File: src/rtl/sqrt_req_arbiter_if.sv
// Request/response channels between requesters, result consumer and the
// shared square-root arbiter.
interface sqrt_req_arbiter_if #(
    parameter int NUM_REQ = 4,
    parameter int ID_W    = 2
);
    logic [NUM_REQ-1:0]    req_valid;
    logic [16*NUM_REQ-1:0] req_data;
    logic [NUM_REQ-1:0]    req_ready;
    logic                  rsp_valid;
    logic                  rsp_ready;
    logic [ID_W-1:0]       rsp_id;
    logic [7:0]            rsp_root;
    logic [8:0]            rsp_rem;
    logic                  rsp_exact;
    logic                  rsp_err;

    modport master (
        output req_valid, req_data, rsp_ready,
        input  req_ready, rsp_valid, rsp_id, rsp_root,
        input  rsp_rem, rsp_exact, rsp_err
    );

    modport slave (
        input  req_valid, req_data, rsp_ready,
        output req_ready, rsp_valid, rsp_id, rsp_root,
        output rsp_rem, rsp_exact, rsp_err
    );
endinterface

File: src/rtl/sqrt_req_arbiter.sv
// Round-robin arbiter sharing one multicycle combinational 16-bit sqrt
// datapath; checks the returned root and tags the result with the winner.
module sqrt_req_arbiter #(
    parameter int NUM_REQ       = 4,
    parameter int ID_W          = 2,
    parameter int SETTLE_CYCLES = 2
) (
    input  logic                clk,
    input  logic                rst_n,
    sqrt_req_arbiter_if.slave   bus,
    output logic [15:0]         sq_n,
    input  logic [7:0]          sq_root,
    output logic                busy
);

    localparam int CNT_W = (SETTLE_CYCLES < 2) ? 1 : $clog2(SETTLE_CYCLES + 1);

    typedef enum logic [1:0] {
        IDLE,
        SETTLE,
        RESP
    } state_t;

    state_t            state;
    state_t            state_n;
    logic [ID_W-1:0]   ptr;
    logic [ID_W-1:0]   winner;
    logic [ID_W-1:0]   id_q;
    logic [CNT_W-1:0]  cnt;
    logic [15:0]       operand_sel;
    logic              found;
    logic              accept;
    logic              capture;

    logic [15:0]       sq;
    logic [15:0]       diff;
    logic              err_c;
    logic [8:0]        rem_c;
    logic              exact_c;

    logic [7:0]        root_q;
    logic [8:0]        rem_q;
    logic              exact_q;
    logic              err_q;

    // Lowest valid index at or above ptr wins; otherwise lowest valid overall.
    always_comb begin
        found  = |bus.req_valid;
        winner = '0;
        for (int k = NUM_REQ - 1; k >= 0; k--) begin
            if (bus.req_valid[k]) begin
                winner = ID_W'(k);
            end
        end
        for (int k = NUM_REQ - 1; k >= 0; k--) begin
            if (bus.req_valid[k] && (k >= int'(ptr))) begin
                winner = ID_W'(k);
            end
        end
    end

    always_comb begin
        operand_sel = '0;
        for (int k = 0; k < NUM_REQ; k++) begin
            if (int'(winner) == k) begin
                operand_sel = bus.req_data[16*k +: 16];
            end
        end
    end

    always_comb begin
        state_n = state;
        accept  = 1'b0;
        capture = 1'b0;
        unique case (state)
            IDLE: begin
                if (found) begin
                    accept  = 1'b1;
                    state_n = SETTLE;
                end
            end
            SETTLE: begin
                if (cnt == CNT_W'(1)) begin
                    capture = 1'b1;
                    state_n = RESP;
                end
            end
            RESP: begin
                if (bus.rsp_ready) begin
                    state_n = IDLE;
                end
            end
            default: state_n = IDLE;
        endcase
    end

    always_comb begin
        bus.req_ready = '0;
        for (int k = 0; k < NUM_REQ; k++) begin
            bus.req_ready[k] = accept && (int'(winner) == k);
        end
    end

    // A root is wrong if it overshoots or if root+1 would still fit.
    always_comb begin
        sq      = {8'd0, sq_root} * {8'd0, sq_root};
        diff    = sq_n - sq;
        err_c   = (sq > sq_n) | (diff > {7'd0, sq_root, 1'b0});
        rem_c   = err_c ? 9'd0 : diff[8:0];
        exact_c = ~err_c & (rem_c == 9'd0);
    end

    always_ff @(posedge clk or negedge rst_n) begin
        if (!rst_n) begin
            state <= IDLE;
        end else begin
            state <= state_n;
        end
    end

    always_ff @(posedge clk or negedge rst_n) begin
        if (!rst_n) begin
            ptr     <= '0;
            cnt     <= '0;
            sq_n    <= '0;
            id_q    <= '0;
            root_q  <= '0;
            rem_q   <= '0;
            exact_q <= 1'b0;
            err_q   <= 1'b0;
        end else begin
            if (accept) begin
                sq_n <= operand_sel;
                id_q <= winner;
                ptr  <= (int'(winner) == NUM_REQ - 1) ? '0 : winner + 1'b1;
                cnt  <= CNT_W'(SETTLE_CYCLES);
            end else if (state == SETTLE) begin
                cnt <= cnt - 1'b1;
            end
            if (capture) begin
                root_q  <= sq_root;
                rem_q   <= rem_c;
                exact_q <= exact_c;
                err_q   <= err_c;
            end
        end
    end

    assign bus.rsp_valid = (state == RESP);
    assign bus.rsp_id    = id_q;
    assign bus.rsp_root  = root_q;
    assign bus.rsp_rem   = rem_q;
    assign bus.rsp_exact = exact_q;
    assign bus.rsp_err   = err_q;
    assign busy          = (state != IDLE);

endmodule

File: src/flat_wrapper.sv
// flat-port wrapper written by rule: the top's interface ports become plain ports
module sqrt_req_arbiter_flat 
#(
    parameter int NUM_REQ       = 4,
    parameter int ID_W          = 2,
    parameter int SETTLE_CYCLES = 2
)
  (clk, rst_n, sq_n, sq_root, busy, bus_req_valid, bus_req_data, bus_rsp_ready, bus_req_ready, bus_rsp_valid, bus_rsp_id, bus_rsp_root, bus_rsp_rem, bus_rsp_exact, bus_rsp_err);
  sqrt_req_arbiter_if #(.NUM_REQ(NUM_REQ), .ID_W(ID_W)) bus_i ();
  input  logic clk;
  input  logic rst_n;
  output logic [15:0] sq_n;
  input  logic [7:0] sq_root;
  output logic busy;
  input wire logic [$bits(bus_i.req_valid)-1:0] bus_req_valid;
  input wire logic [$bits(bus_i.req_data)-1:0] bus_req_data;
  input wire logic [$bits(bus_i.rsp_ready)-1:0] bus_rsp_ready;
  output wire logic [$bits(bus_i.req_ready)-1:0] bus_req_ready;
  output wire logic [$bits(bus_i.rsp_valid)-1:0] bus_rsp_valid;
  output wire logic [$bits(bus_i.rsp_id)-1:0] bus_rsp_id;
  output wire logic [$bits(bus_i.rsp_root)-1:0] bus_rsp_root;
  output wire logic [$bits(bus_i.rsp_rem)-1:0] bus_rsp_rem;
  output wire logic [$bits(bus_i.rsp_exact)-1:0] bus_rsp_exact;
  output wire logic [$bits(bus_i.rsp_err)-1:0] bus_rsp_err;
  assign bus_i.req_valid = bus_req_valid;
  assign bus_i.req_data = bus_req_data;
  assign bus_i.rsp_ready = bus_rsp_ready;
  assign bus_req_ready = bus_i.req_ready;
  assign bus_rsp_valid = bus_i.rsp_valid;
  assign bus_rsp_id = bus_i.rsp_id;
  assign bus_rsp_root = bus_i.rsp_root;
  assign bus_rsp_rem = bus_i.rsp_rem;
  assign bus_rsp_exact = bus_i.rsp_exact;
  assign bus_rsp_err = bus_i.rsp_err;
  sqrt_req_arbiter #(.NUM_REQ(NUM_REQ), .ID_W(ID_W), .SETTLE_CYCLES(SETTLE_CYCLES)) u_core (.clk(clk), .rst_n(rst_n), .bus(bus_i), .sq_n(sq_n), .sq_root(sq_root), .busy(busy));
endmodule
File: config.mk
export PLATFORM = sky130hd
export DESIGN_NAME = sqrt_req_arbiter_flat
export DESIGN_NICKNAME = d
export VERILOG_FILES = /design/src/rtl/sqrt_req_arbiter_if.sv /design/src/rtl/sqrt_req_arbiter.sv /design/src/flat_wrapper.sv
export SDC_FILE = /design/constraint.sdc
export NUM_CORES = 1
export LEC_CHECK = 0
export BUFFER_PORTS_ARGS = -buffer_cell sky130_fd_sc_hd__buf_4
export CAP_MARGIN = 20
export CELL_PAD_IN_SITES_DETAIL_PLACEMENT = 0
export CELL_PAD_IN_SITES_GLOBAL_PLACEMENT = 1
export CORE_MARGIN = 2
export CORE_UTILIZATION = 43
export DETAILED_ROUTE_END_ITERATION = 12
export HOLD_SLACK_MARGIN = 0.15
export PLACE_DENSITY = 0.9
export SLEW_MARGIN = 0
export SYNTH_ARGS = -nofsm -noshare
export SYNTH_HDL_FRONTEND = slang
export SYNTH_SLANG_ARGS = --single-unit
File: constraint.sdc
create_clock -name clk -period 7.95 [get_ports clk]
set_input_delay 1.9875 -clock clk [delete_from_list [all_inputs] [get_ports clk]]
set_output_delay 1.9875 -clock clk [all_outputs]
set_load 0.01 [all_outputs]
==> flow_summary.json <==
{
  "die_h_um": 109,
  "drt_wl_total_mm": 13.5,
  "yosysTopAreaCellShare_pct": 22.8,
  "grt_pass1_wl_mm": 22.1,
  "syn_inst": 579,
  "fill_cells": 932,
  "area_growth_pct": 39.5,
  "grtUsageTotal_pct": 23.2,
  "total_power_mw": 3.39,
  "cellLeakagePower_nw": 3.27,
  "endpoint_kind": "flop",
  "seq_area_frac_synth_pct": 22.8,
  "fmax_mhz": 128,
  "min_to": "u_core.bus.rsp_root[2]",
  "cts.sinks": 43,
  "ant_nets": 0,
  "clockRootBuffer": "clkbuf_8",
  "post_drt_wl_per_cell_um": 15.2,
  "layout.nets": 914,
  "skew_ns": 0.0108,
  "layout_common_cells": "buf_4, nor2_1, a21oi_1, inv_1, ha_1",
  "finalSetupViolCount": 0,
  "rows": 38,
  "path_class": "primary input to flop",
  "outcome": "finished clean",
  "clock_latency_ns": 0.31,
  "hold_viol": 0,
  "clockBufferDepth": 2,
  "powerDensity_mw_per_mm2": 516,
  "htree_num_levels": 2,
  "die_w_um": 109,
  "drc": 0,
  "fin_crit_ns": 7.79,
  "cp.required_ns": 8.20,
  "path_max_fanout": 5,
  "min_path_cells": 2,
  "yosys_register_bits": 43,
  "max_stage_delay_ns": 0.56,
  "synth_fp_nets": 741,
  "r2r-end": "u_core.bus.rsp_rem[8]",
  "cp_top_family": "adder cells",
  "r2r_cells": 19,
  "maxSlewViolCount": 0,
  "yosys-top-cells-area": "dfrtp_1, ha_1, fa_1",
  "viasPerCell": 5.27,
  "synth_edf_count": 0,
  "ys.flop_type": "dfrtp_1",
  "finalCritPeriodShare_pct": 97.9,
  "cts_tree": "done",
  "ir_drop_mv": 0.300,
  "async_flop_share_pct": 100,
  "min_path_type": "flop to flop",
  "worst_slack_ns": 0.164,
  "syn_area_mm2": 0.00472,
  "maxCapViolations": 0,
  "rr_startpoint": "u_core.sq_n[0]",
  "clk_pin_slew_worst_paths_ns": 0.10,
  "worstHoldStart": "u_core.bus.rsp_root[2]",
  "worst_setup_path_start_kind": "primary input",
  "crit_top_cell": "o21ai_2",
  "initial_core_util_pct": 43.7,
  "drtIter0Drc": 216,
  "antenna_cells": 0,
  "ios": 122,
  "grt_pass1_vias": 4711,
  "drive_above_1_share_pct": 33.6,
  "utilization_pct": 60.9,
  "synth_cell_types": 53,
  "port_buffers": 121,
  "r2r_slack_ns": 3.59,
  "yosysWarnings": 0,
  "synth_top_area_cell": "dfrtp_1",
  "vias": 4708,
  "avgSynthCellArea_um2": 8.14,
  "preCtsSetupSlack_ns": -0.316,
  "numCtsBuffers": 5,
  "dp_hpwl_mm": 10.8,
  "path_buf_inv": 7,
  "worstMarginPinSlew_ns": 0.970,
  "gr-total-overflow": 0,
  "grt_max_degree": 45,
  "die_area_mm2": 0.0118,
  "globalplace.congestion": 0.893,
  "core_area_mm2": 0.0108,
  "final_common_cell": "buf_4",
  "antenna_found_initial": 0,
  "worst-endpoint-arrival_ns": 8.03,
  "timing.hold.ws_ns": 0.494,
  "worst_path_max_delay_cell": "fa_1",
  "hold_buffers": 0,
  "slew_headroom_pct": 35.2,
  "firstDrtPassIters": 5
}
## flip-flops by register name, summed over array words and instances (netlist names)
register              count
u_core.sq_n              16
u_core.bus.rsp_rem        9
u_core.bus.rsp_root       8
u_core.bus.rsp_id         2
u_core.cnt                2
u_core.ptr                2
u_core.state              2
u_core.bus.rsp_err        1
u_core.bus.rsp_exact      1
## final cells by class
cell class	instances	area (um2)	share of cell area (%)
Tap cell	140	175	2.66
Timing Repair Buffer	185	1430	21.7
Sequential cell	43	1080	16.4
Clock buffer	5	68.8	1.05
Inverter	65	253	3.84
Clock inverter	3	71.3	1.08
Multi-Input combinational cell	452	3510	53.3
## cell families (layout without fill, tap and decap cells)
logic type                 Yosys count  in the layout  share of synthesized area (%)
xor gates and xnor gates            27             27                           5.01
adders and majority gates           83             83                           25.8
DFF                                 43             43                           22.8
muxes                                4              4                          0.902
and+or+nand+nor                    180            180                           17.4
AOI/OAI and AO/OA                  158            158                           21.1
buffers and inverters               84            258                           6.92
## cell usage after synthesis (3+ instances only)
| library cell | count |
|---|---|
| or3_1 | 3 |
| nand2_1 | 44 |
| clkbuf_1 | 16 |
| and2_1 | 10 |
| a22oi_1 | 16 |
| xor2_1 | 10 |
| nor2_1 | 83 |
| xnor2_1 | 17 |
| fa_1 | 24 |
| a21o_1 | 4 |
| nand2b_1 | 7 |
| o21ai_2 | 10 |
| o21bai_1 | 3 |
| ha_1 | 59 |
| o21a_1 | 3 |
| nand4_1 | 7 |
| o21ai_0 | 29 |
| a211o_1 | 3 |
| dfrtp_1 | 43 |
| inv_1 | 61 |
| clkinv_1 | 4 |
| nor3_1 | 9 |
| a21oi_1 | 71 |
| nor2b_1 | 4 |
## worst max path at each step
stage | start | to | slack [ns] | cells past startpoint
after detailed placement | sq_root[2] | u_core.bus.rsp_exact | -0.32 | 29
after CTS | sq_root[2] | u_core.bus.rsp_exact | 0.0002 | 29
after global routing | sq_root[2] | u_core.bus.rsp_exact | -0.10 | 27
after floorplan | sq_root[2] | u_core.bus.rsp_exact | 0.03 | 27
after global placement | sq_root[6] | u_core.bus.rsp_exact | -0.14 | 25
final | sq_root[2] | u_core.bus.rsp_rem[8] | 0.16 | 28
## what timing repair did
| item | in CTS | in global routing |
|---|---|---|
| resized for setup | 1 | 42 |
| cloned | 0 | 1 |
| setup buffers | 0 | 9 |
| pin swaps | 0 | 20 |
| endpoints found under the setup margin | 1 | 11 |
## where the power goes
part           internal, mW  leakage (nW)  switching (mW)
logic                  1.32          2.68            1.43
registers             0.326         0.524          0.0907
clock network         0.128        0.0703          0.0907
total                  1.78          3.27            1.61
## layer usage
layer	GRT usage [%]	part of all wire, %	vias up
met2	41.1	50	160
met3	3.95	5.5	26
met5	0	0	-
li1	-	-	2320
met4	6.04	2.0	0
met1	29.3	43	2202
## through the flow
step | std cells | area (um2) | TNS [ns]
finish | 893 | 6580 | 0
global route | 893 | 6580 | -0.871
CTS | 883 | 6280 | 0
detailed placement | 875 | 6140 | -2.96
global placement | 875 | 6140 | -1.27
floorplan | 579 | 4720 | 0
## worst reg2reg max path: stages (launching register included)
cell       delay [ns]
dfrtp_1          0.38
inv_1            0.09
ha_1             0.26
ha_1             0.22
nand2b_1         0.17
a21oi_1          0.24
o21ai_2          0.11
nand2b_1         0.13
xnor2_2          0.13
inv_1            0.07
ha_1             0.30
o21ai_0          0.26
nor2_1           0.08
or4_4            0.44
a211o_1          0.33
a221oi_2         0.17
nand4_1          0.12
or4_4            0.48
clkbuf_16        0.19
o21ai_2          0.10
No activity file was read; power rests on OpenSTA's default activity.
